<file path="src/rtl/dmem_arbiter_if.sv">
// dmem_arbiter_if: CPU, debug and RAM signals of the data-memory arbiter.
// The slave modport is the arbiter's view; master is the surrounding system.
interface dmem_arbiter_if #(
    parameter int AW = 32,
    parameter int DW = 32
);
    logic          cpu_req;
    logic          cpu_we;
    logic [AW-1:0] cpu_addr;
    logic [DW-1:0] cpu_wdata;
    logic [DW-1:0] cpu_rdata;
    logic          cpu_stall;
    logic          dbg_req;
    logic          dbg_we;
    logic [AW-1:0] dbg_addr;
    logic [DW-1:0] dbg_wdata;
    logic          dbg_gnt;
    logic [DW-1:0] dbg_rdata;
    logic          dbg_rvalid;
    logic          mem_en;
    logic          mem_we;
    logic [AW-1:0] mem_addr;
    logic [DW-1:0] mem_wdata;
    logic [DW-1:0] mem_rdata;

    modport slave (
        input  cpu_req, cpu_we, cpu_addr, cpu_wdata,
        input  dbg_req, dbg_we, dbg_addr, dbg_wdata,
        input  mem_rdata,
        output cpu_rdata, cpu_stall, dbg_gnt, dbg_rdata, dbg_rvalid,
        output mem_en, mem_we, mem_addr, mem_wdata
    );

    modport master (
        output cpu_req, cpu_we, cpu_addr, cpu_wdata,
        output dbg_req, dbg_we, dbg_addr, dbg_wdata,
        output mem_rdata,
        input  cpu_rdata, cpu_stall, dbg_gnt, dbg_rdata, dbg_rvalid,
        input  mem_en, mem_we, mem_addr, mem_wdata
    );
endinterface

</file>
<file path="src/rtl/dmem_arbiter.sv">
// dmem_arbiter: shares the single-port data RAM between the CPU MEM stage and a debug port.
// Defining DMEM_ARB_STARVE_EN adds a guard that forces debug to win after STARVE_LIMIT losses.
module dmem_arbiter #(
    parameter int AW           = 32,
    parameter int DW           = 32,
    parameter int STARVE_LIMIT = 4
) (
    input logic           clk,
    input logic           reset,
    dmem_arbiter_if.slave bus
);
    typedef enum logic [1:0] {IDLE, CPU_RD, DBG_RD} state_e;

    state_e        state_q, state_d;
    logic          cpu_elig, cpu_win, dbg_win, force_dbg;
    logic [AW-1:0] addr_sel;
    logic [DW-1:0] wdata_sel;

`ifdef DMEM_ARB_STARVE_EN
    localparam int SW = $clog2(STARVE_LIMIT + 1);
    localparam logic [SW-1:0] LIM = SW'(STARVE_LIMIT);

    logic [SW-1:0] starve_q, starve_d;

    always_comb begin
        starve_d = (!bus.dbg_req || dbg_win) ? '0 :
                   (starve_q == LIM) ? starve_q : starve_q + SW'(1);
    end

    always_ff @(posedge clk or negedge reset) begin
        if (!reset) starve_q <= '0;
        else        starve_q <= starve_d;
    end

    assign force_dbg = starve_q == LIM;
`else
    assign force_dbg = STARVE_LIMIT < 0;
`endif

    // The load completing in CPU_RD is the same held request, so it is never reissued.
    always_comb begin
        cpu_elig  = bus.cpu_req && state_q != CPU_RD;
        dbg_win   = bus.dbg_req && (!cpu_elig || force_dbg);
        cpu_win   = cpu_elig && !dbg_win;
        state_d   = (cpu_win && !bus.cpu_we) ? CPU_RD :
                    (dbg_win && !bus.dbg_we) ? DBG_RD : IDLE;
        addr_sel  = cpu_win ? bus.cpu_addr  : dbg_win ? bus.dbg_addr  : '0;
        wdata_sel = cpu_win ? bus.cpu_wdata : dbg_win ? bus.dbg_wdata : '0;
    end

    always_ff @(posedge clk or negedge reset) begin
        if (!reset) state_q <= IDLE;
        else        state_q <= state_d;
    end

    // Every output is held at 0 while reset is low, even the combinational stall.
    always_comb begin
        bus.mem_en     = reset && (cpu_win || dbg_win);
        bus.mem_we     = reset && (cpu_win ? bus.cpu_we : dbg_win && bus.dbg_we);
        bus.mem_addr   = reset ? addr_sel : '0;
        bus.mem_wdata  = reset ? wdata_sel : '0;
        bus.cpu_stall  = reset && cpu_elig && (!cpu_win || !bus.cpu_we);
        bus.dbg_gnt    = reset && dbg_win;
        bus.dbg_rvalid = reset && state_q == DBG_RD;
        bus.cpu_rdata  = (reset && state_q == CPU_RD) ? bus.mem_rdata : '0;
        bus.dbg_rdata  = (reset && state_q == DBG_RD) ? bus.mem_rdata : '0;
    end
endmodule

</file>
<file path="src/flat_wrapper.sv">
// flat-port wrapper written by rule: the top's interface ports become plain ports
module dmem_arbiter_flat 
#(
    parameter int AW           = 32,
    parameter int DW           = 32,
    parameter int STARVE_LIMIT = 4
)
  (clk, reset, bus_cpu_req, bus_cpu_we, bus_cpu_addr, bus_cpu_wdata, bus_dbg_req, bus_dbg_we, bus_dbg_addr, bus_dbg_wdata, bus_mem_rdata, bus_cpu_rdata, bus_cpu_stall, bus_dbg_gnt, bus_dbg_rdata, bus_dbg_rvalid, bus_mem_en, bus_mem_we, bus_mem_addr, bus_mem_wdata);
  dmem_arbiter_if #(.AW(AW), .DW(DW)) bus_i ();
  input logic clk;
  input logic reset;
  input wire logic [$bits(bus_i.cpu_req)-1:0] bus_cpu_req;
  input wire logic [$bits(bus_i.cpu_we)-1:0] bus_cpu_we;
  input wire logic [$bits(bus_i.cpu_addr)-1:0] bus_cpu_addr;
  input wire logic [$bits(bus_i.cpu_wdata)-1:0] bus_cpu_wdata;
  input wire logic [$bits(bus_i.dbg_req)-1:0] bus_dbg_req;
  input wire logic [$bits(bus_i.dbg_we)-1:0] bus_dbg_we;
  input wire logic [$bits(bus_i.dbg_addr)-1:0] bus_dbg_addr;
  input wire logic [$bits(bus_i.dbg_wdata)-1:0] bus_dbg_wdata;
  input wire logic [$bits(bus_i.mem_rdata)-1:0] bus_mem_rdata;
  output wire logic [$bits(bus_i.cpu_rdata)-1:0] bus_cpu_rdata;
  output wire logic [$bits(bus_i.cpu_stall)-1:0] bus_cpu_stall;
  output wire logic [$bits(bus_i.dbg_gnt)-1:0] bus_dbg_gnt;
  output wire logic [$bits(bus_i.dbg_rdata)-1:0] bus_dbg_rdata;
  output wire logic [$bits(bus_i.dbg_rvalid)-1:0] bus_dbg_rvalid;
  output wire logic [$bits(bus_i.mem_en)-1:0] bus_mem_en;
  output wire logic [$bits(bus_i.mem_we)-1:0] bus_mem_we;
  output wire logic [$bits(bus_i.mem_addr)-1:0] bus_mem_addr;
  output wire logic [$bits(bus_i.mem_wdata)-1:0] bus_mem_wdata;
  assign bus_i.cpu_req = bus_cpu_req;
  assign bus_i.cpu_we = bus_cpu_we;
  assign bus_i.cpu_addr = bus_cpu_addr;
  assign bus_i.cpu_wdata = bus_cpu_wdata;
  assign bus_i.dbg_req = bus_dbg_req;
  assign bus_i.dbg_we = bus_dbg_we;
  assign bus_i.dbg_addr = bus_dbg_addr;
  assign bus_i.dbg_wdata = bus_dbg_wdata;
  assign bus_i.mem_rdata = bus_mem_rdata;
  assign bus_cpu_rdata = bus_i.cpu_rdata;
  assign bus_cpu_stall = bus_i.cpu_stall;
  assign bus_dbg_gnt = bus_i.dbg_gnt;
  assign bus_dbg_rdata = bus_i.dbg_rdata;
  assign bus_dbg_rvalid = bus_i.dbg_rvalid;
  assign bus_mem_en = bus_i.mem_en;
  assign bus_mem_we = bus_i.mem_we;
  assign bus_mem_addr = bus_i.mem_addr;
  assign bus_mem_wdata = bus_i.mem_wdata;
  dmem_arbiter #(.AW(AW), .DW(DW), .STARVE_LIMIT(STARVE_LIMIT)) u_core (.clk(clk), .reset(reset), .bus(bus_i));
endmodule
</file>
<file path="config.mk">
export PLATFORM = sky130hd
export DESIGN_NAME = dmem_arbiter_flat
export DESIGN_NICKNAME = d
export VERILOG_FILES = /design/src/rtl/dmem_arbiter_if.sv /design/src/rtl/dmem_arbiter.sv /design/src/flat_wrapper.sv
export SDC_FILE = /design/constraint.sdc
export NUM_CORES = 1
export LEC_CHECK = 0
export ABC_AREA = 0
export BUFFER_PORTS_ARGS = -buffer_cell sky130_fd_sc_hd__buf_2
export CORE_AREA = 8 8 110 112
export DETAILED_ROUTE_END_ITERATION = 8
export DIE_AREA = 0 0 118 120
export PLACE_DENSITY_LB_ADDON = 0.25
export SYNTH_ARGS = -nofsm -noshare
export SYNTH_HDL_FRONTEND = slang
export SYNTH_SLANG_ARGS = --single-unit
</file>
<file path="constraint.sdc">
create_clock -name clk -period 1.6 [get_ports clk]
set_input_delay 0.32 -clock clk [delete_from_list [all_inputs] [get_ports clk]]
set_output_delay 0.32 -clock clk [all_outputs]
set_load 0.02 [all_outputs]
</file>
* Yosys cells after proc, flatten, opt, wreduce, memory -nomap -nowiden
Cells that the tools add are included.
Word-level totals: latch bits 0, register bits after elaboration 2, output and inout bits 133, memories kept 0, bits in read-only memories 0, memory bits (writable) 0
Operators by class: eq/ne operators 3, multiplexer cells 11, order comparisons 0, shift operators 0, $mul 0, bitwise operators 0, $add $sub $neg 0, div/mod/pow operators 0, reductions and logical operators 20
Operators by type and width (number):
- $mux 32 | 8
- $logic_and 1x1->1 | 13
- $logic_not 1->1 | 5
- $mux 2 | 2
- $eq 2x1->1 const B | 1
- $eq 2x2->1 const B | 1
- $logic_or 1x1->1 | 2
- $ne 2x1->1 const B | 1
- $mux 1 | 1

* Logic depth before layout (Yosys ltp)
Gate-level depths: netlist of run 1.
word-level depth 9, mapped depth 6, mapped depth without buffers 3

* Worst setup path before layout of run 1
No wires, ideal clock.
path kind reg2out, from register u_core.state_q[1], to output port bus_mem_addr[0], buffers on the path 2, cell stages (with the launch flop) 6, slack -0.024 ns, data arrival time 1.304 ns, cells stage by stage dfrtp_1 -> nand2b_4 -> a211oi_2 -> buf_4 -> buf_6 -> a22o_1
Between the ends: word-level cells in the longest chain between the ends 8
Ends and longest elaborated chain:
- start: declaration | RTL line dmem_arbiter.sv:14 | state_e state_q, state_d;
- start signal: assignment | RTL line dmem_arbiter.sv:53 | else state_q <= state_d;
- $ne 2x1->1 * | RTL line dmem_arbiter.sv:42 | cpu_elig = bus.cpu_req && state_q != CPU_RD;
- $logic_and 1x1->1 * | RTL line dmem_arbiter.sv:42
- $logic_not 1->1 | RTL line dmem_arbiter.sv:43 | dbg_win = bus.dbg_req && (!cpu_elig || force_dbg);
- $logic_and 1x1->1 | RTL line dmem_arbiter.sv:43
- $logic_not 1->1 | RTL line dmem_arbiter.sv:44 | cpu_win = cpu_elig && !dbg_win;
- $logic_and 1x1->1 | RTL line dmem_arbiter.sv:44
- $mux 32 * | RTL line dmem_arbiter.sv:47 | addr_sel = cpu_win ? bus.cpu_addr : dbg_win ? bus.dbg_addr : '0;
- $mux 32 * | RTL line dmem_arbiter.sv:60 | bus.mem_addr = reset ? addr_sel : '0;
- end: declaration | RTL line flat_wrapper.sv:28 | output wire logic [$bits(bus_i.mem_addr)-1:0] bus_mem_addr;
Mark *: on every way between the ends. The rest lies on a longest branch, timed or not.

* Worst setup path after layout of run 1
from register u_core.state_q[1], to output port bus_mem_wdata[24]
Between the ends: word-level cells in the longest chain between the ends 8
Ends and longest elaborated chain:
- $ne 2x1->1 * | RTL line dmem_arbiter.sv:42
- $logic_and 1x1->1 * | RTL line dmem_arbiter.sv:42
- $logic_not 1->1 | RTL line dmem_arbiter.sv:43
- $logic_and 1x1->1 | RTL line dmem_arbiter.sv:43
- $logic_not 1->1 | RTL line dmem_arbiter.sv:44
- $logic_and 1x1->1 | RTL line dmem_arbiter.sv:44
- $mux 32 * | RTL line dmem_arbiter.sv:48 | wdata_sel = cpu_win ? bus.cpu_wdata : dbg_win ? bus.dbg_wdata : '0;
- $mux 32 * | RTL line dmem_arbiter.sv:61 | bus.mem_wdata = reset ? wdata_sel : '0;
- end: declaration | RTL line flat_wrapper.sv:29 | output wire logic [$bits(bus_i.mem_wdata)-1:0] bus_mem_wdata;
Marks and branches as above.

==> results.cfg, run 1 <==
[floorplanning]
coreArea_sq_um = 10500
die_width_microns = 118
die_y_microns = 120
die_area_sq_um = 14200
initial_core_util_pct = 11.9
io_pins = 299
rows = 38

[synth]
synth_seq_cells = 2
synth_edf_count = 0
ys_seq_area_share_pct = 3.99
synth_top_area_share_pct = 44.7
synth_cell_type_count = 19
synth_cells = 171
syn_area_sq_um = 1250
synth_flop_cell = dfrtp_1
synth_top_cell_by_area = a22o_1
syn_nets = 337
syn_area_per_cell_sq_um = 7.33
synthTopCellsByArea = a22o_1 45%, and2_1 16%, and3_1 16%, buf_6 4.5%, buf_2 4.0%
synthArstFlopShare_pct = 100
synth_warnings = 0

[clock_network]
htreeDepth = 1
ctsHoldBuffers = 0
cts_root_buffer = clkbuf_8
cts_made_buffers = 3
cts_tree = done
clock-sinks = 2
clk_pin_slew_ns = 0.03
clk_latency_ns = 0.22
clock_path_buffers = 2

[sta]
setup_ws_ns = -0.360
max_freq_ghz = 0.510
max_slew.worst_pin.slew_ns = 0.336
hold_violations = 0
rsz0062_at_grt = true
min_period_over_period_pct = 123
setup_tns_ns = -39.17
clock_skew_ns = 0.00349
fin_crit_ns = 1.96
setup_viol = 133
slew_viol_final = 0
maxSlewHeadroom_pct = 77.6

[outcome]
outcome = complete, but fails checks
failed_checks = setup timing

[drt]
drc = 0
drt-vias-per-instance = 4.46
drtIter0Drc = 84
wl_microns = 12600
num_vias = 2780
firstDrtPassIters = 4
ant_nets = 0
wl_per_cell_microns = 20.3

[setup_path]
required_ns = 1.28
cp.arrival_ns = 1.64
path_max_fanout = 6
start_kind = flip-flop
critPathCaptureType = output pin
crit_type = flip-flop to output pin

[final_layout]
finalInstanceArea_sq_um = 4400
areaGrowthSynthToFinish_pct = 251
drive_above_1_share_pct = 84.7
seq_area_sq_um = 50.0
final_common_cell = buf_2
most-common-layout-cells = 184 x buf_2, 112 x buf_6, 57 x a22o_1
final_util_pct = 41.8
multiInputGateArea_sq_um = 1370
largest_register = u_core.state_q
final_nets = 651
top_regs = u_core.state_q: 2 flops
fillers = 1033
final_cells = 624
largest_register_ffs = 2

[power]
cellPowerDensity_nw_per_um2 = 330
vdd_ir_drop_max_uv = 400
leakagePower_nw = 2.35

[global_routing]
grt_max_degree = 41
grt.total_usage_pct = 15.3
antenna_found_initial = 1
first_global_vias = 2835
gr-total-overflow = 0
grt_pass1_wl_microns = 17400

[placement]
post-place-ws_ns = -0.222
gp_congestion = 0.961
io_buffers = 298
dp_cells = 598
hpwlAfterDp_microns = 8710
dpl-instance-area_sq_um = 2980

[flow_run]
cap_violations = 0

[worst_hold_path]
hold_class = input port to async pin
Yosys cell counts (2+ instances only):
cell,instances
a22o_1,64
and2_1,33
and3_1,33
buf_2,10
buf_6,5
clkbuf_1,8
dfrtp_1,2
inv_1,2
nand2_1,2
nor2_1,2
nor3_1,2
metrics by stage:
stage / hold slack, ns / power [mW]
final: 0.0440 / 1.45
after floorplan: 0.0244 / 0.485
after CTS: 0.0407 / 1.38
after global routing: 0.0518 / 1.53
after detailed placement: 0.257 / 0.902
after global placement: 0.261 / 0.899
final cells by class:
cell class / instances / area share [%]
antenna: 1 / 0.0569
clock buffer: 3 / 0.939
inverter: 2 / 0.171
multi-input combinational: 143 / 31.1
sequential: 2 / 1.14
tap: 140 / 3.99
timing repair buffer: 333 / 62.6
routing by layer:
| layer | track usage (%) | part of all wire [%] | vias to the layer above |
|---|---|---|---|
| li1 | - | - | 1291 |
| met1 | 16.8 | 36 | 1316 |
| met2 | 28.1 | 55 | 163 |
| met3 | 4.65 | 8.0 | 10 |
| met4 | 3.60 | 1.0 | 0 |
| met5 | 0 | 0 | - |
critical path: stages, from the launching register on:
cell and delay (ns):
dfrtp_1 0.36, nand2b_4 0.16, a211oi_4 0.24, buf_6 0.16, buf_12 0.11, clkbuf_16 0.13, a22o_1 0.13, buf_6 0.12
power by group:
group,switching [mW],internal [mW]
combinational,0.550,0.636
clock,0.0473,0.160
sequential,0.00198,0.0536
total,0.599,0.849
path summary, 6_finish.rpt:
kind / startpoint / to / slack [ns] / cells after the start
worst max-delay path: u_core.state_q[1] / bus_mem_wdata[24] / -0.36 / 7
worst min-delay path: reset / u_core.state_q[1] / 0.04 / 2
worst max register to register: u_core.state_q[1] / u_core.state_q[1] / 0.35 / 6
worst min register to register: u_core.state_q[1] / u_core.state_q[1] / 0.98 / 6
max in group asynchronous: reset / u_core.state_q[0] / 1.44 / 2
min in group clk: bus_dbg_we / u_core.state_q[1] / 0.27 / 2
logic make-up (layout without fill, tap and decap cells):
kind of cell	Yosys count	count (layout)	synth area share [%]
simple gates	76	76	37.4
buf+inv	26	338	12.1
other cells	0	1	0
compound gates	67	67	46.5
flops	2	2	3.99
repair_timing:
action,4_1_cts,5_1_grt
setup buffers,10,4
gates resized for setup,258,52
pin swaps,12,28
setup endpoints to repair,131,133
cloned,7,4
Power figures use the tool's default switching activity.
==> run 2, diff against run 1 <==
--- a/config.mk
+++ b/config.mk
@@ -8,6 +8,7 @@
 export ABC_AREA = 0
 export BUFFER_PORTS_ARGS = -buffer_cell sky130_fd_sc_hd__buf_2
 export CORE_AREA = 8 8 110 112
+export CTS_BUF_LIST = sky130_fd_sc_hd__clkbuf_16
 export DETAILED_ROUTE_END_ITERATION = 8
 export DIE_AREA = 0 0 118 120
 export PLACE_DENSITY_LB_ADDON = 0.25
==> constraint.sdc (replaced) <==
create_clock -name clk -period 1.6 [get_ports clk]
set_input_delay 0.32 -clock clk [delete_from_list [all_inputs] [get_ports clk]]
set_output_delay 0.32 -clock clk [all_outputs]
set_load 0.1 [all_outputs]
==> run 2 against run 1 <==
  * The flow still finishes with violations (setup timing)
  * Clock skew up 0.00052 ns
  * Sequential power about the same
  * Critical path depth down 1
  * Non-clock buffer count up 12
  * Clock power up 85%
  * Hold slack better by 0.21 ns
  * Combinational power up 120%
  * Global-route usage up 2.4 points
  * Die area unchanged
  * Fmax down 3.9%
  * Critical path type unchanged
  * Largest power group unchanged
==> results.cfg, run 2 (synthesis results as in run 1) <==
[clock_network]
cts_made_buffers = 3
cts_tree = done
clk_pin_slew_ns = 0.03
clock_path_buffers = 2
htreeDepth = 1
cts_root_buffer = clkbuf_16
ctsHoldBuffers = 0
clock-sinks = 2
clk_latency_ns = 0.22

[final_layout]
top_regs = u_core.state_q: 2 flops
final_util_pct = 60.4
final_nets = 664
drive_above_1_share_pct = 98.2
most-common-layout-cells = 165 x buf_2, 141 x buf_12, 64 x a22o_4
areaGrowthSynthToFinish_pct = 406
final_common_cell = buf_2
final_cells = 637
largest_register_ffs = 2
largest_register = u_core.state_q

[sta]
clock_skew_ns = 0.00402
min_period_over_period_pct = 128
slew_viol_final = 0
maxSlewHeadroom_pct = 75.9
max_slew.worst_pin.slew_ns = 0.362
rsz0062_at_grt = true
setup_viol = 133
hold_violations = 0
setup_ws_ns = -0.440
fin_crit_ns = 2.04
max_freq_ghz = 0.490

[floorplanning]
initial_core_util_pct = 11.9
die_width_microns = 118
die_area_sq_um = 14200
die_y_microns = 120
io_pins = 299
rows = 38
coreArea_sq_um = 10500

[placement]
io_buffers = 298
dp_cells = 614
gp_congestion = 0.864
hpwlAfterDp_microns = 11400
post-place-ws_ns = -0.248

[global_routing]
antenna_found_initial = 0
grt_pass1_wl_microns = 19700
grt_max_degree = 35
first_global_vias = 3092
gr-total-overflow = 0
grt.total_usage_pct = 17.7

[worst_hold_path]
hold_class = input port to async pin

[setup_path]
critPathCaptureType = output pin
r2r_start = u_core.state_q[1]
start_kind = flip-flop
reg2reg_to = u_core.state_q[1]
worstSetupEndpoint = bus_mem_wdata[18]
path_max_fanout = 21
reg2reg_slack_ns = 0.47
required_ns = 1.28
cp.arrival_ns = 1.72
crit_type = flip-flop to output pin
crit_start = u_core.state_q[1]
rr_worst_depth = 5

[power]
cellPowerDensity_nw_per_um2 = 490
vdd_ir_drop_max_uv = 756
total_power_mw = 3.11
leakagePower_nw = 3.04

[drt]
wl_microns = 13900
drt-vias-per-instance = 4.42
firstDrtPassIters = 5
drtIter0Drc = 119
ant_nets = 0
drc = 0
wl_per_cell_microns = 21.8
num_vias = 2816

[outcome]
failed_checks = setup timing
outcome = complete, but fails checks

[flow_run]
cap_violations = 0
## run 2: changes by cell type in the layout (fill, tap and decap cells not counted), moves of 4 or more
cell and change:
buf_2 -19, and3_4 +5, and3_1 -4, a22o_4 +57, buf_12 +132, buf_6 -100, a22o_1 -57
## run 2: worst max-delay path, stage by stage, from the launching register on
cell	delay, ns
dfrtp_1	0.37
nand2b_4	0.17
a211oi_4	0.27
buf_12	0.18
buf_16	0.18
a22o_4	0.15
buf_12	0.16
## run 2: final cells by class
| class | count | area [sq um] |
|---|---|---|
| multi-input combinational | 144 | 1940 |
| antenna | 1 | 2.50 |
| timing repair buffer | 345 | 4100 |
| fill | 812 | 4160 |
| inverter | 2 | 7.51 |
| tap | 140 | 175 |
| sequential | 2 | 50.0 |
| clock buffer | 3 | 75.1 |
## run 2: repair_timing
| item | in CTS | in global routing |
|---|---|---|
| endpoints found under the setup margin | 133 | 133 |
| endpoints found under the hold margin | 0 | 0 |
| resized for setup | 27 | 16 |
| setup buffers | 9 | 4 |
| pin swaps | 3 | 13 |
| gates cloned | 6 | 1 |
## run 2: layer usage
| metal | global-route usage [%] | wire length, microns | up-vias |
|---|---|---|---|
| met1 | 19.6 | 5190 | 1343 |
| met2 | 33.1 | 7660 | 123 |
| met4 | 4.72 | 287 | 0 |
| met5 | 0 | 0 | - |
| li1 | - | - | 1330 |
| met3 | 4.13 | 755 | 20 |
## run 2: where the power goes
group / internal, mW / switching (mW) / leakage [nW]
registers: 0.0536 / 0.00230 / 0.0264
clock network: 0.319 / 0.0639 / 0.0370
logic: 1.09 / 1.59 / 2.98
total: 1.46 / 1.65 / 3.04
## run 2: metrics by stage
| stage | TNS, ns | area (sq um) | hold WS [ns] |
|---|---|---|---|
| 2_1_floorplan | -13.51 | 2050 | 0.0244 |
| 3_3_place_gp | -11.88 | 5880 | 0.476 |
| 3_5_place_dp | -14.31 | 5880 | 0.478 |
| 4_1_cts | -47.04 | 6260 | 0.243 |
| 5_1_grt | -57.84 | 6350 | 0.279 |
| 6_report | -49.67 | 6350 | 0.253 |
## run 2: how the worst min path moves through the flow
stage	start	cells after the start	slack (ns)	end
floorplan	reset	0	0.02	u_core.state_q[0]
global placement	reset	3	0.48	u_core.state_q[0]
detailed placement	reset	3	0.48	u_core.state_q[1]
CTS	reset	3	0.24	u_core.state_q[0]
global route	reset	3	0.28	u_core.state_q[0]
finish	reset	3	0.25	u_core.state_q[0]
==> run 3, diff against run 2 <==
--- a/config.mk
+++ b/config.mk
@@ -7,11 +7,14 @@
 export LEC_CHECK = 0
 export ABC_AREA = 0
 export BUFFER_PORTS_ARGS = -buffer_cell sky130_fd_sc_hd__buf_2
+export CAP_MARGIN = 20
 export CORE_AREA = 8 8 110 112
 export CTS_BUF_LIST = sky130_fd_sc_hd__clkbuf_16
 export DETAILED_ROUTE_END_ITERATION = 8
 export DIE_AREA = 0 0 118 120
 export PLACE_DENSITY_LB_ADDON = 0.25
+export SKIP_LAST_GASP = 1
+export SLEW_MARGIN = 10
 export SYNTH_ARGS = -nofsm -noshare
 export SYNTH_HDL_FRONTEND = slang
 export SYNTH_SLANG_ARGS = --single-unit
==> run 3 against run 2 <==
  * The flow still finishes with violations (setup timing)
  * Non-clock buffer count did not move
  * Clock skew about the same
  * Power fell by 0.32%
  * Critical endpoint unchanged
==> results.cfg, run 3 (synthesis results as in run 1) <==
[outcome]
outcome = complete, but fails checks
failed_checks = setup timing

[final_layout]
seq_area_sq_um = 50.0
final_common_cell = buf_2
top_regs = u_core.state_q: 2 flops
largest_register = u_core.state_q
areaGrowthSynthToFinish_pct = 404
most-common-layout-cells = 165 x buf_2, 141 x buf_12, 60 x a22o_4
drive_above_1_share_pct = 98.2
multiInputGateArea_sq_um = 1910
fillers = 815
final_nets = 664
largest_register_ffs = 2

[power]
leakagePower_nw = 3.03
vdd_ir_drop_max_uv = 756
cellPowerDensity_nw_per_um2 = 491

[clock_network]
clock-sinks = 2
htreeDepth = 1
clk_latency_ns = 0.22
cts_tree = done
clock_path_buffers = 2
ctsHoldBuffers = 0
clk_pin_slew_ns = 0.03
cts_root_buffer = clkbuf_16
cts_made_buffers = 3

[drt]
drtIter0Drc = 90
ant_nets = 0
num_vias = 2811
drc = 0
drt-vias-per-instance = 4.41
wl_per_cell_microns = 21.8
wl_microns = 13900
firstDrtPassIters = 4

[sta]
rsz0062_at_grt = true
slew_viol_final = 0
setup_tns_ns = -49.61
clock_skew_ns = 0.00434
max_freq_ghz = 0.490
maxSlewHeadroom_pct = 76.4
hold_violations = 0
fin_crit_ns = 2.04
max_slew.worst_pin.slew_ns = 0.354
setup_viol = 133
setup_ws_ns = -0.440
min_period_over_period_pct = 128

[global_routing]
grt_max_degree = 35
gr-total-overflow = 0
antenna_found_initial = 0
grt_pass1_wl_microns = 19700
grt.total_usage_pct = 17.7
first_global_vias = 3087

[floorplanning]
rows = 38
die_width_microns = 118
io_pins = 299
initial_core_util_pct = 11.9
die_y_microns = 120
coreArea_sq_um = 10500
die_area_sq_um = 14200

[placement]
hpwlAfterDp_microns = 11400
io_buffers = 298
gp_congestion = 0.864
post-place-ws_ns = -0.248

[setup_path]
reg2reg_slack_ns = 0.47
path_cells = nand2b_4 -> a211oi_4 -> buf_12 -> buf_16 -> a22o_4 -> buf_12
rr_worst_depth = 5
start_kind = flip-flop
cp.arrival_ns = 1.72
required_ns = 1.28
r2r_start = u_core.state_q[1]
max_stage_delay_ns = 0.37
cpMostUsedCell = buf_12
crit_type = flip-flop to output pin
path_max_fanout = 21
critPathSlowestCell = dfrtp_1
reg2reg_to = u_core.state_q[1]
critPathCaptureType = output pin

[flow_run]
cap_violations = 0

[worst_hold_path]
hold_class = input port to async pin
run 3: final cells by class:
class,instances,area share (%)
clock buffers,3,1.19
flip-flops and latches,2,0.792
well taps,140,2.77
inverters,2,0.119
multi-input cells,144,30.2
repair buffers,345,64.9
diodes,1,0.0396
run 3: what timing repair did:
| item | 4_1_cts | 5_1_grt |
|---|---|---|
| pin swaps | 3 | 14 |
| buffers inserted | 9 | 4 |
| hold endpoints to repair | 0 | 0 |
| cloned | 6 | 1 |
| resized for setup | 16 | 23 |
| setup endpoints to repair | 133 | 133 |
run 3: how the worst max path moves through the flow:
stage / endpoint / start / cells past startpoint
final: bus_mem_wdata[18] / u_core.state_q[1] / 6
after global routing: bus_mem_wdata[14] / u_core.state_q[1] / 6
after CTS: bus_mem_wdata[18] / u_core.state_q[1] / 6
after detailed placement: bus_mem_wdata[18] / u_core.state_q[1] / 6
after global placement: bus_mem_wdata[4] / u_core.state_q[1] / 6
after floorplan: bus_mem_addr[31] / reset / 5
run 3: per-stage QoR:
| step | hold slack, ns | total power, mW | instance area, sq um | instances | utilization [%] |
|---|---|---|---|---|---|
| CTS | 0.240 | 3.10 | 6210 | 632 | 59.1 |
| global route | 0.279 | 3.19 | 6320 | 636 | 60.1 |
| floorplan | 0.0244 | 1.58 | 2050 | 171 | - |
| detailed placement | 0.478 | 2.63 | 5880 | 614 | 55.9 |
| global placement | 0.476 | 2.60 | 5880 | 614 | 55.9 |
| finish | 0.249 | 3.10 | 6320 | 637 | 60.1 |
run 3: per-layer routing:
layer  vias up  part of all wire [%]  global-route usage, %
met5         -                     0                      0
met4         0                   2.0                   4.72
met3        20                   5.4                   4.13
met2       125                    55                   33.1
met1      1341                    37                   19.6
li1       1325                     -                      -
run 3: where the power goes:
group          internal (mW)  leakage [nW]  switching (mW)
sequential            0.0536        0.0264         0.00230
clock                  0.319        0.0370          0.0640
combinational           1.08          2.96            1.58
run 3: critical path: cells and delay by family, from the launching register on:
family	cells	cell delay [ns]
AO/OA/AOI/OAI	2	0.42
buffers and inverters	3	0.52
flip-flops	1	0.37
AND/OR/NAND/NOR	1	0.17
